==> src/rtl/control_sequencer.sv <==
// Fetch/decode/execute microcode sequencer for the 8-bit bus-based Mini-CPU.
// A T0..T4 step counter plus a halt flag decode into per-step bus strobes.
module control_sequencer #(
  parameter int unsigned OPW = 4
) (
  input  logic           clk,
  input  logic           reset,
  input  logic [OPW-1:0] opcode,
  input  logic           carry_flag,
  input  logic           zero_flag,
  output logic           pc_out,
  output logic           pc_in,
  output logic           pc_inc,
  output logic           mar_in,
  output logic           ram_out,
  output logic           ram_in,
  output logic           ir_in,
  output logic           ir_out,
  output logic           a_in,
  output logic           a_out,
  output logic           b_in,
  output logic           alu_out,
  output logic           alu_sub,
  output logic           fl_in,
  output logic           out_in,
  output logic [2:0]     step,
  output logic           halted
);

  localparam logic [2:0] T0 = 3'd0;
  localparam logic [2:0] T1 = 3'd1;
  localparam logic [2:0] T2 = 3'd2;
  localparam logic [2:0] T3 = 3'd3;
  localparam logic [2:0] T4 = 3'd4;

  localparam logic [OPW-1:0] OP_LDA = OPW'(1);
  localparam logic [OPW-1:0] OP_ADD = OPW'(2);
  localparam logic [OPW-1:0] OP_SUB = OPW'(3);
  localparam logic [OPW-1:0] OP_STA = OPW'(4);
  localparam logic [OPW-1:0] OP_LDI = OPW'(5);
  localparam logic [OPW-1:0] OP_JMP = OPW'(6);
  localparam logic [OPW-1:0] OP_JC  = OPW'(7);
  localparam logic [OPW-1:0] OP_JZ  = OPW'(8);
  localparam logic [OPW-1:0] OP_OUT = OPW'(14);
  localparam logic [OPW-1:0] OP_HLT = OPW'(15);

  logic [2:0] step_q, step_nxt;
  logic       halt_q, halt_nxt;

  // State register
  always_ff @(posedge clk or negedge reset) begin
    if (!reset) begin
      step_q <= T0;
      halt_q <= 1'b0;
    end else begin
      step_q <= step_nxt;
      halt_q <= halt_nxt;
    end
  end

  assign step   = step_q;
  assign halted = halt_q;

  // Next-step and strobe decode; strobes stay low in reset and while halted
  always_comb begin
    step_nxt = step_q;
    halt_nxt = halt_q;
    pc_out   = 1'b0;
    pc_in    = 1'b0;
    pc_inc   = 1'b0;
    mar_in   = 1'b0;
    ram_out  = 1'b0;
    ram_in   = 1'b0;
    ir_in    = 1'b0;
    ir_out   = 1'b0;
    a_in     = 1'b0;
    a_out    = 1'b0;
    b_in     = 1'b0;
    alu_out  = 1'b0;
    alu_sub  = 1'b0;
    fl_in    = 1'b0;
    out_in   = 1'b0;
    if (halt_q) begin
      step_nxt = T0;
    end else if (reset) begin
      step_nxt = step_q + 3'd1;
      case (step_q)
        T0: begin
          pc_out = 1'b1;
          mar_in = 1'b1;
        end
        T1: begin
          ram_out = 1'b1;
          ir_in   = 1'b1;
          pc_inc  = 1'b1;
        end
        T2: begin
          case (opcode)
            OP_LDA, OP_ADD, OP_SUB, OP_STA: begin
              ir_out = 1'b1;
              mar_in = 1'b1;
            end
            OP_LDI: begin
              ir_out   = 1'b1;
              a_in     = 1'b1;
              step_nxt = T0;
            end
            OP_JMP: begin
              ir_out   = 1'b1;
              pc_in    = 1'b1;
              step_nxt = T0;
            end
            OP_JC: begin
              ir_out   = carry_flag;
              pc_in    = carry_flag;
              step_nxt = T0;
            end
            OP_JZ: begin
              ir_out   = zero_flag;
              pc_in    = zero_flag;
              step_nxt = T0;
            end
            OP_OUT: begin
              a_out    = 1'b1;
              out_in   = 1'b1;
              step_nxt = T0;
            end
            OP_HLT: begin
              halt_nxt = 1'b1;
              step_nxt = T0;
            end
            default: step_nxt = T0;
          endcase
        end
        T3: begin
          case (opcode)
            OP_LDA: begin
              ram_out  = 1'b1;
              a_in     = 1'b1;
              step_nxt = T0;
            end
            OP_ADD, OP_SUB: begin
              ram_out = 1'b1;
              b_in    = 1'b1;
            end
            OP_STA: begin
              a_out    = 1'b1;
              ram_in   = 1'b1;
              step_nxt = T0;
            end
            default: step_nxt = T0;
          endcase
        end
        T4: begin
          step_nxt = T0;
          if (opcode == OP_ADD || opcode == OP_SUB) begin
            alu_out = 1'b1;
            a_in    = 1'b1;
            fl_in   = 1'b1;
            alu_sub = (opcode == OP_SUB);
          end
        end
        default: step_nxt = T0;
      endcase
    end
  end

endmodule

==> config.mk <==
export PLATFORM = sky130hd
export DESIGN_NAME = control_sequencer
export DESIGN_NICKNAME = d
export VERILOG_FILES = /design/src/rtl/control_sequencer.sv
export SDC_FILE = /design/constraint.sdc
export NUM_CORES = 1
export LEC_CHECK = 0
export CORE_MARGIN = 3
export CORE_UTILIZATION = 44
export DETAILED_ROUTE_END_ITERATION = 8
export GPL_TIMING_DRIVEN = 0
export HOLD_SLACK_MARGIN = 0.08
export PLACE_DENSITY = 0.94
export SLEW_MARGIN = 30
export SYNTH_ARGS = -nofsm -noshare
export SYNTH_HDL_FRONTEND = slang
export SYNTH_SLANG_ARGS = --single-unit
==> constraint.sdc <==
create_clock -name clk -period 4.61 [get_ports clk]
set_input_delay 0.6915 -clock clk [delete_from_list [all_inputs] [get_ports clk]]
set_output_delay 0.6915 -clock clk [all_outputs]
set_load 0.05 [all_outputs]
---- Word-level counts from Yosys, hierarchy flattened ----
Cells that the tools add are included.
operators by class
  add/sub/neg operators ................... 1
  equal/unequal tests ..................... 14
  mux-type cells .......................... 59
  reduce and logical (&&, ||, !) cells .... 8
operator list
  kind                                           number
  two-way mux 1 bit                              48
  == test 4 x 3 -> 1 bit, second input constant  4
  == test 4 bit, second input constant           3
  two-way mux 3 bit                              4
  case mux 1 bit (3 select lines)                3
  case mux 3 bit (3 select lines)                1
  == test 4 x 2 -> 1 bit, second input constant  2
  == test 3 x 2 -> 1 bit, second input constant  2
  case mux 1 bit (2 select lines)                3
  OR reduction 6 bit                             1
  == test 4 x 1 -> 1 bit, second input constant  1
  OR reduction 2 bit                             2
  OR reduction 4 bit                             1
  adder 3 x 1 -> 3 bit, second input constant    1
  == test 3 x 1 -> 1 bit, second input constant  1
  == test 3 bit, second input constant           1
  logical NOT 3 bit                              1
  OR reduction 3 bit                             1
  nonzero test 2 bit                             1
  logical OR 1 bit                               1
storage, ports and cells
  register bits after elaboration ......... 4
  output and inout bits ................... 19

---- Logic depth before layout (Yosys ltp) ----
Gate-level depths: netlist (run 1).
  depth after elaboration ................. 6
  gate-level depth with buffers ........... 6
  mapped depth without buffers ............ 5

---- Least setup slack after synthesis (run 1) ----
Ideal clock, no wire load.
  path kind ............................... register to output
  start point ............................. register step_q[0] (netlist: step[0])
  end point ............................... output ram_in
  arrival time ............................ 2.720 ns
  slack ................................... 1.199 ns
  stages on the path, launching flop included .. 5
  path buffers ............................ 0
  path through ............................ dfrtp_1 -> ha_1 -> ha_1 -> nand2_1 -> nor4_1
on the way
  cells in the longest elaborated chain, start to end .. 4
ends and longest elaborated chain
  what                    RTL line  RTL
  start, declared         47        logic [2:0] step_q, step_nxt;
  start signal, assigned  56        step_q <= step_nxt;
  == test 3 x 2 -> 1 bit  87        case (step_q)
  two-way mux 1 bit       87
  two-way mux 1 bit       85        end else if (reset) begin
  two-way mux 1 bit       83        if (halt_q) begin
  end, declared           16        output logic ram_in,
Every way passes these cells.

---- Worst setup path in the final report (run 1) ----
  start point ............................. input reset
  end point ............................... output a_out
on the way
  cells in the longest elaborated chain, start to end .. 2
ends and longest elaborated chain
  what               RTL line  RTL
  start, declared    7         input logic reset,
  two-way mux 1 bit  85
  two-way mux 1 bit  83
  end, declared      20        output logic a_out,
Every way passes these cells.

==> summary.txt, run 1 <==
Total Die Area: 1904 µm²
root buf cell: clkbuf_4
Die Width: 43.63 µm
Area Growth Syn to Fin: 46.59%
register area share after synthesis: 16.06%
fraction of layout cells with a size suffix above 1: 16.82%
Synth async-reset ratio: 100.0%
initial antenna violation count: 0
DR pass1 iterations: 4
grt total ovfl: 0
placed cell areas: 890.9 µm²
Peak VDD IR: 0.4049 mV
WHS: 0.5904 ns
Total GRT Usage: 19.76%
Ys Warns: 0
Worst-Skew Late Latency: 0.23 ns
Post-synth top flop: dfrtp_1
Hold EP: step[0]
Cell Pwr Density: 492.5 nW/µm²
worst hold stages: 1
hold_buf cts: 0
outcome: completed
clock buffer depth: 2
Via density: 6.107
Final #Nets: 122
Row Count: 12
largest net degree at the start of global routing: 12
CTS tree: built
IO Port Bufs: 25
Post-CTS Setup Bufs: 0
I/O Pins: 27
Synth cell types: 43
RD Place Congestion: 0.8423
slew margin rel.: 65.08%
r2r endpoint: step[0]
Post-Syn Nets: 92
Detailed Place HPWL: 1361 µm
post-cts sizing count: 0
Final Hold Violating Endpoints: 0
vias in the first global route: 656
Cells after Synth: 79
Fillers: 80
clk_skew: 0.007073 ns
post-synth top area share: 16.06%
commonest non-fill, non-tap cell in the layout: clkdlybuf4s50_1
fin crit period: 3.799 ns
Critical Path, Cell by Cell: clkdlybuf4s50_1 -> nand2b_2 -> or4_1 -> a21oi_1 -> clkdlybuf4s50_1
CTS sink count: 4
synth top area cells: dfrtp_1, ha_1, buf_4
pre-CTS worst setup slack: 0.8427 ns
H-tree depth: 1
Critical Path AT: 3.11 ns
final setup fails: 0
Max FO, Critical Path: 11
Pleak: 0.3604 nW
CP startpoint kind: primary input
crit path kind: in2out
core footprint: 1216 µm²
Post-DRT Antenna Nets: 0
reg-to-reg slack, setup: 2.78 ns
post-synthesis register bit count: 4
Critical Path RT: 3.92 ns
clk slew on worst S/H paths: 0.04 ns
crit end category: primary output
Post-synth EDFFs: 0
hold path startpoint: halted
worst r2r path cells: 5
Num CTS Buffers: 3
Initial Utilization: 51.23%
fin. max-slew vios: 0
per-instance average area after synthesis: 7.887 µm²
Ant. Diodes: 0
most frequent cells in the layout: clkdlybuf4s50_1, nand2_1, nor2_1, inv_1, ha_1
routed wire length: 1750 µm
global-route wire length before repair: 2939 µm
PnR worst setup slack: 0.8105 ns
Worst Tran Pin Value: 0.5221 ns
Fmax: 263.2 MHz
cell area after layout: 913.4 µm²
die height: 43.63 µm
RSZ-0062 raised after global routing: no
crit-path max cell delay: 0.82 ns
worst r2r src: step[0]
vias: 739
initial drt markers: 17
# Max-Cap Violations: 0
Min-Delay Path Class: reg2reg
most used cell, CP: clkdlybuf4s50_1
Avg WL per Cell: 14.46 µm
final period utilization: 82.42%
crit path launch: reset
Cell Area, Synth: 623.1 µm²
slowest CP cell: clkdlybuf4s50_1
DR DRC count: 0
setup_tns: 0 ns
Synth area leader: dfrtp_1
[kinds of logic after synthesis]
family	synth area share, %
xor+xnor	1.406
buf+inv	10.44
simple gates	40.56
fa+ha+maj	10.04
compound gates	21.49
flops	16.06
[sequential cells by signal (all words and copies together), names as in the netlist]
register	flops
halted	1
step	3
[layout make-up]
type | instances | area, µm² | share of cell area (%)
Multi-Input combinational cell | 63 | 457.9 | 50.14
Timing Repair Buffer | 25 | 250.2 | 27.40
Sequential cell | 4 | 100.1 | 10.96
Buffer | 7 | 46.29 | 5.068
Clock buffer | 3 | 22.52 | 2.466
Inverter | 5 | 18.77 | 2.055
Tap cell | 14 | 17.52 | 1.918
[power by group]
group	total, mW	internal, mW	switching [mW]
registers	0.0734	0.0492	0.0242
logic	0.334	0.127	0.207
clock network	0.0426	0.0291	0.0136
total	0.450	0.205	0.244
[per-layer routing]
| metal | vias to the layer above | part of all wire [%] | track usage, % |
|---|---|---|---|
| li1 | 347 | - | - |
| met5 | - | 0 | 0 |
| met4 | 0 | 0 | 8.434 |
| met1 | 351 | 41 | 26.05 |
| met3 | 0 | 5.9 | 3.320 |
| met2 | 41 | 53 | 31.40 |
[synth_stat cells, types with 2 or more instances]
| cell | count |
|---|---|
| nand2_1 | 6 |
| nor2_1 | 6 |
| ha_1 | 5 |
| inv_1 | 5 |
| buf_4 | 4 |
| dfrtp_1 | 4 |
| a211oi_1 | 3 |
| nor3_1 | 3 |
| nor3b_1 | 3 |
| a21oi_1 | 2 |
| a31oi_1 | 2 |
| and3_1 | 2 |
| and4bb_2 | 2 |
| nor2b_1 | 2 |
| nor4_1 | 2 |
[worst max-delay path by stage]
stage              to  cells after the start
2_1_floorplan  ram_in                      4
3_3_place_gp    a_out                      5
3_5_place_dp    a_out                      5
4_1_cts         a_out                      5
5_1_grt         a_out                      5
6_report        a_out                      5
[worst max-delay path, delay by kind of cell]
kind,cells,cell delay (ns)
compound gates,1,0.16
buf+inv,2,1.56
simple gates,2,0.70
[per-stage QoR]
stage                     power [mW]  utilization, %  instances
after floorplan               0.3089               -         79
after global placement        0.3951           73.25        118
after detailed placement      0.4052           73.25        118
after CTS                     0.4511           75.10        121
after global routing          0.4813           75.10        121
final                         0.4498           75.10        121
Note: power is estimated with default switching activity, not from simulation.
==> run 2, diff against run 1 <==
- CORE_UTILIZATION: 44 -> 41
- PLACE_DENSITY: 0.94 -> 0.89
- clock period: 4.61 -> 3.6 ns (I/O delays scaled with it)
==> run 2 against run 1 <==
Worst hold slack got worse by 0.032 ns. Flip-flop and latch count unchanged. Final cell count increased by 0.83%. Non-clock buffer count unchanged.
==> summary.txt, run 2 (synthesis gave the netlist of run 1 again) <==
clock buffer depth: 2 (unchanged)
Critical Path RT: 3.06 ns (-0.86 ns)
Reg area: 100.1 µm² (unchanged)
overall power: 0.5721 mW (+27%)
clk slew on worst S/H paths: 0.04 ns (about the same)
crit path kind: in2out
Pleak: 0.3950 nW (+9.6%)
Fillers: 118 (+48%)
final setup fails: 0 (unchanged)
met3 routed WL: 112 µm (+7.7%)
global-route wire length before repair: 2739 µm (-6.8%)
slew margin rel.: 64.86% (-0.23 points)
Worst-Skew Late Latency: 0.24 ns (about the same)
Final Hold Violating Endpoints: 0 (unchanged)
worst hold stages: 1 (unchanged)
initial antenna violation count: 0 (unchanged)
die height: 44.99 µm (+3.1%)
initial drt markers: 11 (-6)
Cell Pwr Density: 622.1 nW/µm² (+26%)
Fmax: 307.0 MHz
H-tree depth: 1 (unchanged)
Hold EP: step[0]
clock power share: 9.6% (about the same)
DR pass1 iterations: 4 (unchanged)
fin crit period: 3.257 ns
met2 WL: 830 µm (-9.7%)
CTS tree: built
Ant. Diodes: 0 (unchanged)
Die Width: 44.99 µm (+3.1%)
Critical Path AT: 2.72 ns (-0.39 ns)
max FFs per register: 3 (unchanged)
crit-path max cell delay: 0.79 ns (-0.03 ns)
commonest non-fill, non-tap cell in the layout: clkdlybuf4s50_1
switching share of power: 54.01% (-0.32 points)
RSZ-0062 raised after global routing: no
multi-input combinational cell area: 457.9 µm² (unchanged)
outcome: completed
Worst Tran Pin Value: 0.5263 ns (+0.004169 ns)
slowest CP cell: clkdlybuf4s50_1
Post-CTS Setup Bufs: 0 (unchanged)
CP delay by family, top: buffers and inverters
vias in the first global route: 622 (-5.2%)
most used cell, CP: clkdlybuf4s50_1
worst r2r src: step[0]
Row Count: 13 (+1)
sequential share of power: 16.0% (-0.3 points)
worst r2r path cells: 5 (unchanged)
crit end category: primary output
Avg WL per Cell: 13.89 µm (-3.9%)
setup_tns: 0 ns (unchanged)
final period utilization: 90.47%
top routing layer in use: met4
core footprint: 1366 µm² (+12%)
Total Die Area: 2024 µm² (+6.3%)
Internal: 0.2631 mW (+28%)
hold path startpoint: halted
CP startpoint kind: primary input
Detailed Place HPWL: 1306 µm (-4.0%)
Comb power frac: 74.4% (+0.2 points)
r2r endpoint: step[0]
Post-DRT Antenna Nets: 0 (unchanged)
CTS sink count: 4 (unchanged)
most frequent cells in the layout: clkdlybuf4s50_1, nand2_1, nor2_1, inv_1, ha_1
Initial Utilization: 45.60% (-5.6 points)
Switching Power: 0.3090 mW (+26%)
RD Place Congestion: 0.7865 (-6.6%)
Min-Delay Path Class: reg2reg
Final #Nets: 122 (unchanged)
fin. max-slew vios: 0 (unchanged)
Area Growth Syn to Fin: 47.59%
reg-to-reg slack, setup: 1.78 ns (-1.00 ns)
Num CTS Buffers: 3 (unchanged)
# Max-Cap Violations: 0 (unchanged)
routed wire length: 1695 µm (-3.1%)
root buf cell: clkbuf_4
CP Buf/Inv Count: 2 (unchanged)
largest net degree at the start of global routing: 12 (unchanged)
clk_skew: 0.004040 ns (-0.003033 ns)
IO Port Bufs: 25 (unchanged)
Via density: 5.828 (-4.6%)
DR DRC count: 0 (unchanged)
fraction of layout cells with a size suffix above 1: 16.82% (unchanged)
grt total ovfl: 0 (unchanged)
Total GRT Usage: 18.33% (-1.4 points)
Peak VDD IR: 0.4251 mV (+5.0%)
I/O Pins: 27 (unchanged)
Max FO, Critical Path: 11 (unchanged)
Critical Path, Cell by Cell: clkdlybuf4s50_1 -> and2b_2 -> and4_1 -> and2_1 -> clkdlybuf4s50_1
vias: 711 (-3.8%)
met1 WL: 716 µm (-1.4%)
run 2: how the worst max path moves through the flow:
stage,cells after the start,slack [ns],startpoint,endpoint
2_1_floorplan,4,0.34,step[0],ram_in
3_3_place_gp,5,0.15,reset,a_out
3_5_place_dp,5,0.11,reset,a_out
4_1_cts,6,0.11,step[0],mar_in
5_1_grt,6,0.23,opcode[1],a_in
6_report,5,0.34,reset,alu_sub
run 2: worst register-to-register path: stages, from the launching register on:
cell,delay [ns]
dfrtp_1,0.45
inv_1,0.15
ha_1,0.20
nor2b_1,0.29
nand4b_1,0.29
a311oi_1,0.34
run 2: power by group through the flow:
stage	clock [mW]	combinational, mW	sequential, mW
after floorplan	0	0.248	0.148
after global placement	0	0.416	0.0919
after detailed placement	0	0.425	0.0917
after CTS	0.0572	0.425	0.0918
after global routing	0.0607	0.455	0.0966
final	0.0548	0.426	0.0914
run 2: routing by layer:
layer / global-route usage (%) / vias up
li1: - / 350
met1: 24.82 / 325
met2: 27.12 / 32
met3: 2.789 / 4
met4: 11.11 / 0
met5: 0 / -
run 2: per-stage QoR:
step	cell area, µm²	std cells	hold slack [ns]	util, %	setup slack (ns)
after CTS	914.6	122	0.5628	66.94	0.1124
after global placement	892.1	119	0.5614	65.29	0.1529
after global routing	919.6	122	0.6147	67.31	0.2313
final	919.6	122	0.5586	67.31	0.3431
after floorplan	623.1	79	0.2444	-	0.3403
after detailed placement	892.1	119	0.5563	65.29	0.1142
run 2: layout make-up:
type	instances	area share (%)
Tap cell	15	2.041
Timing Repair Buffer	25	27.76
Sequential cell	4	10.88
Inverter	5	2.041
Buffer	7	5.034
Multi-Input combinational cell	63	49.80
Clock buffer	3	2.449
run 2: what timing repair did:
| action | in CTS | in global routing |
|---|---|---|
| resized for setup | 0 | 2 |
| hold buffers | 0 | 0 |
| setup endpoints to repair | 0 | 2 |
